<file path="config.mk">
export PLATFORM = sky130hd
export DESIGN_NAME = karaoke_mix_sched_flat
export DESIGN_NICKNAME = d
export VERILOG_FILES = /design/src/rtl/karaoke_mix_sched_if.sv /design/src/rtl/karaoke_mix_sched.sv /design/src/flat_wrapper.sv
export SDC_FILE = /design/constraint.sdc
export NUM_CORES = 1
export LEC_CHECK = 0
export CAP_MARGIN = 25
export CORE_MARGIN = 3
export CORE_UTILIZATION = 50
export DETAILED_ROUTE_END_ITERATION = 6
export GPL_ROUTABILITY_DRIVEN = 0
export MAX_ROUTING_LAYER = met4
export PLACE_DENSITY = 0.76
export SLEW_MARGIN = 20
export SYNTH_ARGS = -nofsm -noshare
export SYNTH_HDL_FRONTEND = slang
export SYNTH_SLANG_ARGS = --single-unit
</file>
<file path="constraint.sdc">
create_clock -name i_clk -period 13.8 [get_ports i_clk]
set_input_delay 1.38 -clock i_clk [delete_from_list [all_inputs] [get_ports i_clk]]
set_output_delay 1.38 -clock i_clk [all_outputs]
set_load 0.1 [all_outputs]
</file>
<file path="src/rtl/karaoke_mix_sched_if.sv">
// Bus bundle for the karaoke mixer: HPS volume/play PIOs, music/mic
// Avalon-ST sinks, DAC Avalon-ST source and status.
interface karaoke_mix_sched_if #(
    parameter int unsigned VOL_W = 7,
    parameter int unsigned CNT_W = 16
) ();
    logic             sample_tick;
    logic             play;
    logic [VOL_W-1:0] vol_ctrl;
    logic             vol_flag;
    logic             vol_ack;
    logic             wav_valid;
    logic [31:0]      wav_data;
    logic             wav_ready;
    logic             mic_valid;
    logic [31:0]      mic_data;
    logic             mic_ready;
    logic             dac_valid;
    logic [31:0]      dac_data;
    logic             dac_ready;
    logic [CNT_W-1:0] underrun_cnt;
    logic             overrun;

    modport slave (
        input  sample_tick, play, vol_ctrl, vol_flag,
        input  wav_valid, wav_data, mic_valid, mic_data, dac_ready,
        output vol_ack, wav_ready, mic_ready, dac_valid, dac_data,
        output underrun_cnt, overrun
    );

    modport master (
        output sample_tick, play, vol_ctrl, vol_flag,
        output wav_valid, wav_data, mic_valid, mic_data, dac_ready,
        input  vol_ack, wav_ready, mic_ready, dac_valid, dac_data,
        input  underrun_cnt, overrun
    );
endinterface

</file>
<file path="src/rtl/karaoke_mix_sched.sv">
// Per-sample playback scheduler: on each codec tick fetch music + mic,
// scale music by the HPS volume, saturate-mix and hand the word to the DAC.
module karaoke_mix_sched #(
    parameter int unsigned VOL_W     = 7,
    parameter int unsigned VOL_RESET = 64,
    parameter int unsigned CNT_W     = 16
) (
    input  logic                 i_clk,
    input  logic                 i_reset,
    karaoke_mix_sched_if.slave   io_mix
);

    localparam int unsigned PW = 16 + VOL_W + 1;
    localparam int unsigned SW = PW - 5;

    localparam logic [1:0] ST_WAIT_TICK = 2'd0;
    localparam logic [1:0] ST_FETCH     = 2'd1;
    localparam logic [1:0] ST_MIX       = 2'd2;
    localparam logic [1:0] ST_EMIT      = 2'd3;

    logic [1:0]       r_state;
    logic [1:0]       w_state_nxt;
    logic             r_pending;
    logic             r_vol_ack;
    logic             r_dac_valid;
    logic             r_overrun;
    logic [VOL_W-1:0] r_vol;
    logic [31:0]      r_music;
    logic [31:0]      r_mic;
    logic [31:0]      r_dac_data;
    logic [CNT_W-1:0] r_underrun;
    logic             w_wait;
    logic             w_fetch;
    logic             w_go;
    logic             w_wav_xfer;
    logic             w_mic_xfer;
    logic [31:0]      w_mix;

    // One channel: (music * vol) / 64 with arithmetic shift, add mic, clamp to int16.
    function automatic logic [15:0] mix_ch(input logic [15:0] m,
                                           input logic [15:0] k,
                                           input logic [VOL_W-1:0] v);
        logic signed [PW-1:0] p;
        logic signed [SW-1:0] s;
        p = PW'($signed(m)) * PW'($signed({1'b0, v}));
        s = SW'(p >>> 6) + SW'($signed(k));
        if (s > SW'(32'sd32767))
            mix_ch = 16'h7FFF;
        else if (s < SW'(-32'sd32768))
            mix_ch = 16'h8000;
        else
            mix_ch = s[15:0];
    endfunction

    assign w_wait     = (r_state == ST_WAIT_TICK);
    assign w_fetch    = (r_state == ST_FETCH);
    assign w_go       = w_wait & (io_mix.sample_tick | r_pending);
    assign w_wav_xfer = w_fetch & io_mix.play & io_mix.wav_valid;
    assign w_mic_xfer = w_fetch & io_mix.mic_valid;
    assign w_mix      = {mix_ch(r_music[31:16], r_mic[31:16], r_vol),
                         mix_ch(r_music[15:0],  r_mic[15:0],  r_vol)};

    assign io_mix.wav_ready    = w_fetch & io_mix.play;
    assign io_mix.mic_ready    = w_fetch;
    assign io_mix.vol_ack      = r_vol_ack;
    assign io_mix.dac_valid    = r_dac_valid;
    assign io_mix.dac_data     = r_dac_data;
    assign io_mix.underrun_cnt = r_underrun;
    assign io_mix.overrun      = r_overrun;

    always_ff @(posedge i_clk) begin
        if (i_reset)
            r_state <= ST_WAIT_TICK;
        else
            r_state <= w_state_nxt;
    end

    always_comb begin
        w_state_nxt = r_state;
        case (r_state)
            ST_WAIT_TICK: if (w_go) w_state_nxt = ST_FETCH;
            ST_FETCH:     w_state_nxt = ST_MIX;
            ST_MIX:       w_state_nxt = ST_EMIT;
            ST_EMIT:      if (io_mix.dac_ready) w_state_nxt = ST_WAIT_TICK;
            default:      w_state_nxt = ST_WAIT_TICK;
        endcase
    end

    always_ff @(posedge i_clk) begin
        if (i_reset) begin
            r_pending   <= 1'b0;
            r_vol_ack   <= 1'b0;
            r_vol       <= VOL_W'(VOL_RESET);
            r_overrun   <= 1'b0;
            r_underrun  <= '0;
            r_music     <= '0;
            r_mic       <= '0;
            r_dac_data  <= '0;
            r_dac_valid <= 1'b0;
        end else begin
            // Volume only changes between samples so a sample never sees a half-update.
            if (!io_mix.vol_flag) begin
                r_vol_ack <= 1'b0;
            end else if (w_wait && !r_vol_ack) begin
                r_vol     <= io_mix.vol_ctrl;
                r_vol_ack <= 1'b1;
            end

            // One tick may be parked while busy; a second one is lost.
            if (w_wait) begin
                r_pending <= 1'b0;
            end else if (io_mix.sample_tick) begin
                if (r_pending)
                    r_overrun <= 1'b1;
                else
                    r_pending <= 1'b1;
            end

            if (w_fetch) begin
                r_music <= w_wav_xfer ? io_mix.wav_data : 32'h0;
                r_mic   <= w_mic_xfer ? io_mix.mic_data : 32'h0;
                if (io_mix.play && !io_mix.wav_valid && (r_underrun != '1))
                    r_underrun <= r_underrun + CNT_W'(1);
            end

            if (r_state == ST_MIX) begin
                r_dac_data  <= w_mix;
                r_dac_valid <= 1'b1;
            end else if ((r_state == ST_EMIT) && io_mix.dac_ready) begin
                r_dac_valid <= 1'b0;
            end
        end
    end

endmodule

</file>
<file path="src/flat_wrapper.sv">
// flat-port wrapper written by rule: the top's interface ports become plain ports
module karaoke_mix_sched_flat 
#(
    parameter int unsigned VOL_W     = 7,
    parameter int unsigned VOL_RESET = 64,
    parameter int unsigned CNT_W     = 16
)
  (i_clk, i_reset, io_mix_sample_tick, io_mix_play, io_mix_vol_ctrl, io_mix_vol_flag, io_mix_wav_valid, io_mix_wav_data, io_mix_mic_valid, io_mix_mic_data, io_mix_dac_ready, io_mix_vol_ack, io_mix_wav_ready, io_mix_mic_ready, io_mix_dac_valid, io_mix_dac_data, io_mix_underrun_cnt, io_mix_overrun);
  karaoke_mix_sched_if #(.VOL_W(VOL_W), .CNT_W(CNT_W)) io_mix_i ();
  input  logic i_clk;
  input  logic i_reset;
  input wire logic [$bits(io_mix_i.sample_tick)-1:0] io_mix_sample_tick;
  input wire logic [$bits(io_mix_i.play)-1:0] io_mix_play;
  input wire logic [$bits(io_mix_i.vol_ctrl)-1:0] io_mix_vol_ctrl;
  input wire logic [$bits(io_mix_i.vol_flag)-1:0] io_mix_vol_flag;
  input wire logic [$bits(io_mix_i.wav_valid)-1:0] io_mix_wav_valid;
  input wire logic [$bits(io_mix_i.wav_data)-1:0] io_mix_wav_data;
  input wire logic [$bits(io_mix_i.mic_valid)-1:0] io_mix_mic_valid;
  input wire logic [$bits(io_mix_i.mic_data)-1:0] io_mix_mic_data;
  input wire logic [$bits(io_mix_i.dac_ready)-1:0] io_mix_dac_ready;
  output wire logic [$bits(io_mix_i.vol_ack)-1:0] io_mix_vol_ack;
  output wire logic [$bits(io_mix_i.wav_ready)-1:0] io_mix_wav_ready;
  output wire logic [$bits(io_mix_i.mic_ready)-1:0] io_mix_mic_ready;
  output wire logic [$bits(io_mix_i.dac_valid)-1:0] io_mix_dac_valid;
  output wire logic [$bits(io_mix_i.dac_data)-1:0] io_mix_dac_data;
  output wire logic [$bits(io_mix_i.underrun_cnt)-1:0] io_mix_underrun_cnt;
  output wire logic [$bits(io_mix_i.overrun)-1:0] io_mix_overrun;
  assign io_mix_i.sample_tick = io_mix_sample_tick;
  assign io_mix_i.play = io_mix_play;
  assign io_mix_i.vol_ctrl = io_mix_vol_ctrl;
  assign io_mix_i.vol_flag = io_mix_vol_flag;
  assign io_mix_i.wav_valid = io_mix_wav_valid;
  assign io_mix_i.wav_data = io_mix_wav_data;
  assign io_mix_i.mic_valid = io_mix_mic_valid;
  assign io_mix_i.mic_data = io_mix_mic_data;
  assign io_mix_i.dac_ready = io_mix_dac_ready;
  assign io_mix_vol_ack = io_mix_i.vol_ack;
  assign io_mix_wav_ready = io_mix_i.wav_ready;
  assign io_mix_mic_ready = io_mix_i.mic_ready;
  assign io_mix_dac_valid = io_mix_i.dac_valid;
  assign io_mix_dac_data = io_mix_i.dac_data;
  assign io_mix_underrun_cnt = io_mix_i.underrun_cnt;
  assign io_mix_overrun = io_mix_i.overrun;
  karaoke_mix_sched #(.VOL_W(VOL_W), .VOL_RESET(VOL_RESET), .CNT_W(CNT_W)) u_core (.i_clk(i_clk), .i_reset(i_reset), .io_mix(io_mix_i));
endmodule
</file>
==> flow_summary_export.csv <==
group,metric,value,unit
route,vias,11561,
synthesis,synth_edf_count,0,
clock_tree,cts_buffers,17,
critical_path,required,14130,ps
finish,area_growth,15.5,%
timing,period_share,56.3,%
floorplan,rows,61,
route,wl_per_cell,16.2,um
route,met3WireLength,1440,um
clock_tree,clock_latency,440,ps
synthesis,synth-main-ff-cell,"dfxtp_1",
clock_tree,cts_max_level,4,
timing,fmax,129,MHz
clock_tree,cts_buffer_depth,2,
critical_path,cp_top_family,"compound AO/OA/AOI/OAI gates",
synthesis,yosysWarnings,0,
grt,grt_use_total,24.6,%
finish,final_util,58.8,%
floorplan,die_w,175,um
timing,rsz0062_at_grt,"no",
timing,slew_violations,0,
hold_path,holdCritPathClass,"reg2reg",
pwr,power.density,105,nW/um2
route,dr.pass1.iters,5,
timing,tightest_slew,1010,ps
synthesis,synth.distinct_cells,61,
synthesis,avgSynthCellArea,8.51,um2
critical_path,end_kind,"flop",
grt,grt_antenna_before_repair,0,
route,wl_met2,18100,um
clock_tree,cts_hold_buffers,0,
synthesis,synth_compound_area_share,11.7,%
clock_tree,cts_sinks,125,
floorplan,core,27900,um2
route,routed.top_layer,"met4",
critical_path,path_class,"reg2reg",
timing,slew_headroom,32.6,%
critical_path,critPathSlowestCell,"dfxtp_1",
route,drt-total-wl,35100,um
route,ant_nets,0,
synthesis,synthDominantCellAreaShare,24.2,%
route,wirelength_met1,14500,um
synthesis,ys_seq_area_share,17.6,%
timing,setup_violations,0,
critical_path,crit_fanout,18,
grt,grt_max_degree,83,
outcome,status,"finished, final reports clean",
timing,hold_viol,0,
pwr,power.leakage,8.01,nW
synthesis,async_flop_share,0,%
synthesis,ys_ff_latch,125,
grt,gr-total-overflow,0,
clock_tree,cts_tree,"built",
route,first_iter_violations,633,
timing,setup_tns,0,ps
floorplan,die_y,175,um
synthesis,synth_xor_area_share,4.43,%
timing,worst_clock_skew,11.2,ps
grt,grt_pass1_wl,59200,um
floorplan,initial_core_util,50.9,%
grt,grt_pass1_vias,12163,
finish,nNetsFinal,2162,
synthesis,synthMuxAreaShare,0.633,%
clock_tree,cts_setup_buffers,0,
synthesis,synthTopCellsByArea,"fa_1, dfxtp_1, ha_1",
route,route.detailed.drc,0,
clock_tree,clkTransAtPathRegs,60,ps
synthesis,synth_area,14200,um2
synthesis,syn_inst,1672,
synthesis,synth_adder_area_share,36.4,%
timing,period_needed,7770,ps
job,max-cap-violations,0,
synthesis,synth_fp_nets,2062,
synthesis,synth_top_family_by_area,"adder cells",
placement,hpwl,27000,um
finish,final_cell_mix,"inv_1, fa_1, and2_1, nor2_1, ha_1",
floorplan,ioPinCount,132,
synthesis,synth_simple_gate_area_share,21.2,%
critical_path,worstSetupStartpointType,"flop",
critical_path,worst-endpoint-arrival,8100,ps
route,viasPerCell,5.34,
placement,numPortBuffers,131,
critical_path,critPathBufInv,3,
finish,drive_gt1_share,3.08,%
finish,diodes,0,
pwr,vdd_ir_drop_max,0.113,mV
critical_path,critical-path-max-stage-delay,610,ps
finish,layout_commonest_cell,"inv_1",
synthesis,yosys.area.top_type,"fa_1",
floorplan,die-area,30500,um2
clock_tree,cts-resized-gates,0,
clock_tree,clk_root_buffer_cell,"clkbuf_16",
[state kept, by name (all words and copies together), names as in the netlist]
register	cells
u_core.io_mix.dac_data	32
u_core.r_mic	32
u_core.r_music	32
u_core.io_mix.underrun_cnt	16
u_core.r_vol	7
u_core.r_state	2
u_core.io_mix.dac_valid	1
u_core.io_mix.overrun	1
u_core.io_mix.vol_ack	1
u_core.r_pending	1
[logic make-up after synthesis]
group	Yosys count
DFF	125
buffers and inverters	302
adders and majority gates	311
AOI/OAI and AO/OA	256
muxes	9
xor gates and xnor gates	72
and+or+nand+nor	597
[layout make-up]
type / count / area [um2]
well taps: 378 / 473
flip-flops and latches: 125 / 2500
inverters: 241 / 905
multi-input cells: 1245 / 10600
clock buffers: 20 / 447
clock inverters: 12 / 121
repair buffers: 142 / 1400
fillers: 2510 / 11500
[through the flow]
step | setup WS, ps | hold slack (ps) | instances | instance area [um2] | power [mW]
after floorplan | 6720 | 472 | 1672 | 14200 | 1.07
after global placement | 6330 | 450 | 2130 | 15900 | 1.26
final | 6030 | 473 | 2163 | 16400 | 1.72
after detailed placement | 6210 | 469 | 2130 | 15900 | 1.27
after global routing | 5540 | 497 | 2163 | 16400 | 1.81
after CTS | 6120 | 482 | 2162 | 16400 | 1.73
[routing by layer]
metal  up-vias  global-route usage (%)
met2       282                    43.8
li1       5544                       -
met1      5664                    28.5
met3        71                    3.91
met4         0                    7.61
met5         -                       -
[Yosys cell counts (all sizes together), types with 7 or more instances]
library cell	number
fa	172
clkbuf	57
nand2b	8
nor3	24
a211oi	37
xnor2	49
o21a	12
mux2i	9
nand4	12
dfxtp	125
a21oi	116
nor2	162
and2	167
ha	139
xor2	23
a21o	14
nand2	116
o21ai	32
nor2b	70
nand3	11
and3	7
or3	8
inv	241
[worst paths after layout]
check,from,endpoint,slack (ps),depth (start not counted)
min,u_core.io_mix.overrun,u_core.io_mix.overrun,470,2
max reg2reg,u_core.r_vol[5],u_core.io_mix.dac_data[12],6030,26
max,u_core.r_vol[5],u_core.io_mix.dac_data[12],6030,26
min reg2reg,u_core.io_mix.overrun,u_core.io_mix.overrun,470,2
[power breakdown]
part,total [mW],switching [mW],internal [mW]
Clock,0.445,0.177,0.268
Sequential,0.473,0.0544,0.419
Combinational,0.800,0.558,0.242
Total,1.72,0.790,0.929
[worst register-to-register path, stage by stage, from the launching register on]
cell and delay [ps]:
dfxtp_1 610, buf_4 290, and2_1 160, ha_1 250, fa_1 510, fa_1 550
inv_1 60, fa_1 530, inv_1 40, ha_1 340, a21o_1 180, a21o_1 170
a221o_1 400, a2111oi_4 400, nor3_2 110, a2111oi_4 420, nor2_2 100, a2111oi_4 310
nor2_1 110, ha_1 320, a21oi_1 190, nand2b_1 80, o21ai_0 280, xnor2_1 190
o31ai_4 580, nand2_1 160, a211oi_1 320
Power figures use the tool's default switching activity.
